==> src/rtl/wts_audio_pkg.sv <==
// Shared audio definitions for the WTS DAC stages: sample width, default
// framing parameters and the offset-binary to two's-complement MSB rule.
package wts_audio_pkg;

    localparam int unsigned WTS_SAMPLE_BITS   = 12;
    localparam int unsigned WTS_SLOT_BITS_DEF = 16;
    localparam int unsigned WTS_BCLK_DIV_DEF  = 4;

    typedef logic [WTS_SAMPLE_BITS-1:0] wts_sample_t;

    typedef struct packed {
        wts_sample_t left;
        wts_sample_t right;
    } wts_pair_t;

    // Unsigned core samples become two's complement by flipping the MSB.
    function automatic wts_sample_t wts_offset_to_signed(input wts_sample_t x,
                                                         input logic        signed_out);
        return {x[WTS_SAMPLE_BITS-1] ^ signed_out, x[WTS_SAMPLE_BITS-2:0]};
    endfunction

endpackage

==> src/rtl/wts_i2s_clkgen.sv <==
// Bit-clock generator: divides clk into BCLK and flags the cycle before
// each BCLK falling edge.
module wts_i2s_clkgen #(
    parameter int unsigned BCLK_DIV = 4
) (
    input  logic clk,
    input  logic nreset,
    input  logic enable,
    output logic bclk,
    output logic fall_tick
);

    localparam int unsigned      DIV_W    = (BCLK_DIV > 1) ? $clog2(BCLK_DIV) : 1;
    localparam logic [DIV_W-1:0] DIV_LAST = DIV_W'(BCLK_DIV - 1);

    logic [DIV_W-1:0] r_div;
    logic             r_bclk;
    logic             w_tick;

    assign w_tick = (r_div == DIV_LAST);

    always_ff @(posedge clk or negedge nreset) begin
        if (!nreset) begin
            r_div  <= '0;
            r_bclk <= 1'b0;
        end else if (!enable) begin
            r_div  <= '0;
            r_bclk <= 1'b0;
        end else if (w_tick) begin
            r_div  <= '0;
            r_bclk <= ~r_bclk;
        end else begin
            r_div  <= r_div + DIV_W'(1);
        end
    end

    assign bclk      = r_bclk;
    assign fall_tick = w_tick & r_bclk & enable;

endmodule

==> src/rtl/wts_i2s_tx.sv <==
// I2S stereo transmitter: captures a left/right sample pair once per frame
// and shifts it out MSB first with the standard one-BCLK delay after LRCK.
module wts_i2s_tx
    import wts_audio_pkg::*;
#(
    parameter int unsigned BCLK_DIV   = WTS_BCLK_DIV_DEF,
    parameter int unsigned SLOT_BITS  = WTS_SLOT_BITS_DEF,
    parameter int unsigned SIGNED_OUT = 1
) (
    input  logic        clk,
    input  logic        nreset,
    input  logic        enable,
    input  logic [11:0] left_in,
    input  logic [11:0] right_in,
    output logic        i2s_bclk,
    output logic        i2s_lrck,
    output logic        i2s_sdata,
    output logic        sample_strobe
);

    localparam int unsigned      FRAME_BITS = 2 * SLOT_BITS;
    localparam int unsigned      BIT_W      = $clog2(FRAME_BITS);
    localparam logic [BIT_W-1:0] BIT_LAST   = BIT_W'(FRAME_BITS - 1);
    localparam logic [BIT_W-1:0] BIT_RIGHT  = BIT_W'(SLOT_BITS);
    localparam logic             SIGN_FLIP  = (SIGNED_OUT != 0);
    localparam int unsigned      PAD_BITS   = SLOT_BITS - WTS_SAMPLE_BITS;

    logic                  w_bclk;
    logic                  w_fall;
    wts_pair_t             w_pair;
    logic [SLOT_BITS-1:0]  w_lslot;
    logic [SLOT_BITS-1:0]  w_rslot;
    logic [BIT_W-1:0]      w_nxt;

    logic [BIT_W-1:0]      r_bit;
    logic [FRAME_BITS-1:0] r_shift;
    logic                  r_lrck;
    logic                  r_sdata;
    logic                  r_strobe;

    wts_i2s_clkgen #(
        .BCLK_DIV (BCLK_DIV)
    ) u_clkgen (
        .clk       (clk),
        .nreset    (nreset),
        .enable    (enable),
        .bclk      (w_bclk),
        .fall_tick (w_fall)
    );

    assign w_pair  = '{left: left_in, right: right_in};
    // Left-justify the 12-bit sample into the slot, zero-padding below.
    assign w_lslot = SLOT_BITS'(wts_offset_to_signed(w_pair.left,  SIGN_FLIP)) << PAD_BITS;
    assign w_rslot = SLOT_BITS'(wts_offset_to_signed(w_pair.right, SIGN_FLIP)) << PAD_BITS;
    assign w_nxt   = (r_bit == BIT_LAST) ? '0 : r_bit + BIT_W'(1);

    always_ff @(posedge clk or negedge nreset) begin
        if (!nreset) begin
            r_bit    <= BIT_LAST;
            r_shift  <= '0;
            r_lrck   <= 1'b0;
            r_sdata  <= 1'b0;
            r_strobe <= 1'b0;
        end else if (!enable) begin
            r_bit    <= BIT_LAST;
            r_shift  <= '0;
            r_lrck   <= 1'b0;
            r_sdata  <= 1'b0;
            r_strobe <= 1'b0;
        end else begin
            r_strobe <= 1'b0;
            if (w_fall) begin
                r_bit   <= w_nxt;
                r_lrck  <= (w_nxt >= BIT_RIGHT);
                r_sdata <= r_shift[FRAME_BITS-1];
                if (w_nxt == '0) begin
                    r_shift  <= {w_lslot, w_rslot};
                    r_strobe <= 1'b1;
                end else begin
                    r_shift  <= {r_shift[FRAME_BITS-2:0], 1'b0};
                end
            end
        end
    end

    assign i2s_bclk      = w_bclk;
    assign i2s_lrck      = r_lrck;
    assign i2s_sdata     = r_sdata;
    assign sample_strobe = r_strobe;

endmodule

==> config.mk <==
export PLATFORM = sky130hd
export DESIGN_NAME = wts_i2s_tx
export DESIGN_NICKNAME = d
export VERILOG_FILES = /design/src/rtl/wts_audio_pkg.sv /design/src/rtl/wts_i2s_clkgen.sv /design/src/rtl/wts_i2s_tx.sv
export SDC_FILE = /design/constraint.sdc
export NUM_CORES = 1
export LEC_CHECK = 0
export ABC_AREA = 1
export CAP_MARGIN = 20
export CORE_MARGIN = 2
export CORE_UTILIZATION = 40
export CTS_CLUSTER_DIAMETER = 100
export DETAILED_ROUTE_END_ITERATION = 10
export SLEW_MARGIN = 20
export SYNTH_ARGS = -nofsm -noshare
export SYNTH_HDL_FRONTEND = slang
export SYNTH_SLANG_ARGS = --single-unit
==> constraint.sdc <==
create_clock -name clk -period 2.84 [get_ports clk]
set_input_delay 0.284 -clock clk [delete_from_list [all_inputs] [get_ports clk]]
set_output_delay 0.284 -clock clk [all_outputs]
set_load 0.05 [all_outputs]
## Yosys cells after proc, flatten, opt, wreduce, memory -nomap -nowiden

Cells that the tools add are included.

| cells by class | value |
|---|---|
| $add $sub $neg | 2 |
| multiply operators | 0 |
| div/mod/pow operators | 0 |
| order comparisons | 1 |
| eq/ne operators | 4 |
| shifts and indexed selects | 0 |
| multiplexer cells | 17 |
| bitwise operators | 5 |
| reduce and logical (&&, ||, !) cells | 1 |

Operators by type and width:

| operator | number |
|---|---|
| 32-bit two-way mux | 3 |
| 5-bit two-way mux | 3 |
| 1-bit two-way mux | 9 |
| 5-bit by 1-bit adder with 5-bit output, second input constant | 1 |
| 5-bit equality test, second input constant | 1 |
| 5-bit greater-or-equal comparator, second input constant | 1 |
| 5-bit zero test | 1 |
| 2-bit two-way mux | 2 |
| 2-bit by 1-bit != test with 1-bit output, second input constant | 2 |
| 1-bit inverter | 3 |
| 2-bit by 1-bit adder with 2-bit output, second input constant | 1 |
| 1-bit bitwise AND | 2 |
| 2-bit equality test, second input constant | 1 |

| word-level totals | value |
|---|---|
| flip-flop bits (word level) | 43 |
| latch bits | 0 |
| RAM bits | 0 |
| bits in read-only memories | 0 |
| input port bits | 27 |
| word-level logic and storage cells | 37 |
| memories | 0 |

## Logic depth before layout (Yosys ltp)

| logic depth | value |
|---|---|
| word-level depth | 6 |
| gate-level depth with buffers | 14 |

## Cells and area by module

From an unflattened synthesis, not the netlist that was laid out.

| unflattened totals | value |
|---|---|
| cell total of the unflattened synthesis | 267 |
| area total of the unflattened synthesis | 2040.7 sq um |

Modules (own cells, without submodules):

| module | times used | cells an instance | area each (sq um) | seq. area each (sq um) |
|---|---|---|---|---|
| wts_i2s_tx | 1 | 254 | 1913.1 | 907.1 |
| wts_i2s_clkgen | 1 | 13 | 127.6 | 75.1 |

## Worst setup path before layout

No wires, ideal clock.

| timing | value |
|---|---|
| kind | reg2reg |
| start point | register r_bit[0] |
| end point | register r_shift[20] |
| library setup time | 0.066 ns |
| data arrival time | 1.912 ns |
| setup slack | 0.863 ns |
| cell stages (with the launch flop) | 14 |
| buffers on the path | 2 |
| period minus slack after synthesis | 1.977 ns |
| cells stage by stage | dfstp_2 -> ha_1 -> nand2_1 -> nor2_1 -> ha_1 -> inv_1 -> nand2_1 -> nor2_4 -> nand2_1 -> buf_6 -> buf_6 -> nand2_1 -> nand3_1 -> nand2_1 |

| between the ends | value |
|---|---|
| longest elaborated chain between the ends | 6 |
| elaborated cells on any way between the ends | 7 |

Ends and longest elaborated chain:

| what | line | RTL |
|---|---|---|
| from (decl) | wts_i2s_tx.sv:35 | `logic [BIT_W-1:0] r_bit;` |
| from (signal assigned) | wts_i2s_tx.sv:73 | `r_bit <= w_nxt;` |
| 5-bit by 1-bit adder with 5-bit output / 5-bit equality test (equally long branches) | wts_i2s_tx.sv:55 | `assign w_nxt = (r_bit == BIT_LAST) ? '0 : r_bit + BIT_W'(1);` |
| 5-bit two-way mux * | wts_i2s_tx.sv:55 |  |
| 5-bit zero test * | wts_i2s_tx.sv:76 | `if (w_nxt == '0) begin` |
| 32-bit two-way mux * | wts_i2s_tx.sv:76 |  |
| 32-bit two-way mux * | wts_i2s_tx.sv:72 | `if (w_fall) begin` |
| 32-bit two-way mux * | wts_i2s_tx.sv:64 | `end else if (!enable) begin` |
| to (signal assigned) | wts_i2s_tx.sv:77 | `r_shift <= {w_lslot, w_rslot};` |
| to (signal assigned) | wts_i2s_tx.sv:80 | `r_shift <= {r_shift[FRAME_BITS-2:0], 1'b0};` |
| to (decl) | wts_i2s_tx.sv:36 | `logic [FRAME_BITS-1:0] r_shift;` |

Every way passes the cells marked *; elsewhere a longest branch is shown, timed or not. The select of a mux whose other input is x is not followed.
A chain may end at the register's enable or synchronous reset.

## Final worst setup path

| timing | value |
|---|---|
| start point | register r_bit[0] |
| end point | register r_shift[23] |

Same word-level chain as after synthesis.

==> run summary <==
Initial Util: 0.4178
Final ANT Viol Nets: 0
Synth area leader: dfrtp_1
Max rail drop VDD: 0.2351 mV
Post-CTS Resized: 0
# H-tree levels: 2
worst-case clock buffer depth: 2
clock power share: 0.377
gp weighted congestion: 0.6985
ANT cells: 0
share of layout cells above drive strength 1: 0.07143
largest net degree at the start of global routing: 40
io pins: 31
Post-Place Cells: 353
crit path launch: r_bit[0]$_DFFE_PN1P_
Synth top area share: 0.4255
Port-buffer cells: 30
post-layout util: 0.5111
net switching fraction of the power: 0.2379
Hold Buf Count CTS: 0
Cell Pwr Density: 450.7 mW/mm^2
RSZ-0062 raised after global routing: false
R2R Setup Slk: 0.55 ns
Nets: 324
run status: finished clean
vias in the first global route: 1,586
worst-skew pair later-pin latency: 0.29 ns
CTS Buf Count: 5
worst hold path type: primary input to async pin
syn nets: 295
total negative slack: 0 ns
clk root buf: clkbuf_8
CP Launch Type: flip-flop
drt total wl: 3.868 mm
Final min period: 2.290 ns
die width: 74.70 microns
drc violations: 0
FF-to-FF Start: r_bit[0]$_DFFE_PN1P_
Worst-Margin Slew: 0.8626 ns
Detailed Route Iter0 Violations: 90
Net Switching: 0.2623 mW
post-route setup slack: 0.5503 ns
grt ovf: 0
max frequency: 0.4367 GHz
Slowest cell on crit path: dfstp_2
initial antenna violation count: 0
Avg Synthesized Cell Area: 7.574 sq um
Final Hold Fails: 0
critical-path cell list: ha_1, nand2_1, nor2_1, ha_1, inv_1, nand2_1, nor2_4, nand2_1, buf_4, nand2_1, nand3_1, nand2_1
Seq/Total Area, Yosys: 0.4912
FF+latch count, synth: 39
Setup CP Type: flip-flop to flip-flop
via count: 1,610
post-CTS setup buffers: 0
Synth cell types: 21
Setup violations, final: 0
WL per Instance: 10.71 microns
WP data arrival: 2.51 ns
Clock transition at path regs: 0.08 ns
site row count: 25
max-cap viol count: 0
DP HPWL: 2.513 mm
fin cells: 361
PnR Total Power: 1.103 mW
final critical-path share of the clock period: 0.8062
Die H: 74.70 microns
Top cell by count, worst path: nand2_1
CTS tree: yes
relative slew slack: 0.4249
pre-CTS WS: 0.5547 ns
First-pass DRT Iterations: 4
cell count after synthesis: 264
crit end category: flip-flop
CP max FO: 29
Gate power share: 0.110
overall routing resource usage: 0.1652
Internal Power: 0.8403 mW
Required @ worst endpoint: 3.06 ns
CP peak stage delay: 0.57 ns
Sinks on Clock Net: 39
Layout Area Growth over Synthesis: 22.34%
warnings from Yosys: 0
Finished Cell Area: 0.002446 sq mm
Reg power frac: 0.513
synthesized area: 0.001999 sq mm
Die ar.: 0.005580 sq mm
Vias/cell: 4.460
hold slack final: 0.1056 ns
Slew Limit Fails: 0
Post-DP Area: 0.002342 sq mm
largest cells by area after synthesis: dfrtp_1 (43%), nand2_1 (16%), nand3_1 (13%)
first-pass GRT wire length: 7.031 mm
core area: 0.004786 sq mm
Pleak: 1.288 nW
clk_skew: 0.009667 ns
-- kinds of logic (layout without fill, tap and decap cells) --
group,Yosys count,after routing,synth area share
AO/OA/AOI/OAI,10,10,0.03568
adder cells (fa/ha/maj),4,4,0.02503
buffers and inverters,64,94,0.1339
flip-flops,39,39,0.4912
AND/OR/NAND/NOR,147,147,0.3141
-- cell usage after synthesis, drive strengths merged --
master and n:
a21oi 1, a22o 2, a22oi 1, buf 10, clkbuf 3, dfrtp 34, dfstp 5, ha 4
inv 51, nand2 84, nand3 52, nand4 1, nor2 9, nor3 1, o21a 1, o21ai 2
o22a 2, o22ai 1
-- sequential cells by signal, indices dropped and copies added, names as in the netlist --
signal	cells
i2s_lrck	1
i2s_sdata	1
r_bit	5
r_shift	28
sample_strobe	1
u_clkgen.bclk	1
u_clkgen.r_div	2
-- layer usage --
layer | routed length (microns) | GRT usage | vias up
li1 | - | - | 864
met1 | 1908 | 0.2193 | 724
met2 | 1806 | 0.2655 | 17
met3 | 111 | 0.04685 | 5
met4 | 42 | 0.04762 | 0
met5 | 0 | 0 | -
-- cell type report --
type,count,area [sq um]
timing repair buffer,35,332.8
inverter,51,191.4
multi-input combinational,161,752.0
clock inverter,1,7.507
fill,484,2340
sequential,39,982.2
tap,67,83.83
clock buffer,7,96.34
-- final timing paths --
check,to,depth (start not counted)
max,r_shift[23]$_DFFE_PN0P_,12
min,r_shift[28]$_DFFE_PN0P_,1
max reg2reg,r_shift[23]$_DFFE_PN0P_,12
min reg2reg,u_clkgen.r_div[0]$_DFF_PN0_,1
max in group asynchronous,r_shift[22]$_DFFE_PN0P_,1
min in group clk,u_clkgen.r_div[0]$_DFF_PN0_,1
-- worst max-delay path, delay by kind of cell, from the launching register on --
family | cells | cell delay (ns)
AND/OR/NAND/NOR | 8 | 0.89
flip-flops | 1 | 0.57
buffers and inverters | 2 | 0.32
adder cells (fa/ha/maj) | 2 | 0.44
-- power groups by stage --
stage,clock network [mW],registers [mW],logic (mW)
after floorplan,0,0.579,0.0621
after global placement,0,0.576,0.124
after detailed placement,0,0.576,0.124
after CTS,0.430,0.566,0.124
after global routing,0.459,0.567,0.141
final,0.416,0.566,0.121
-- placed cells by master, fill, tap and decap left out, types with 4 or more instances in the layout --
master / instances
nor2_1: 7
nand3_1: 52
nand2_1: 84
clkbuf_8: 7
ha_1: 4
dfstp_2: 5
dfrtp_1: 34
clkdlybuf4s50_1: 29
inv_1: 51
buf_4: 5
Note: power is estimated with default switching activity, not from simulation.
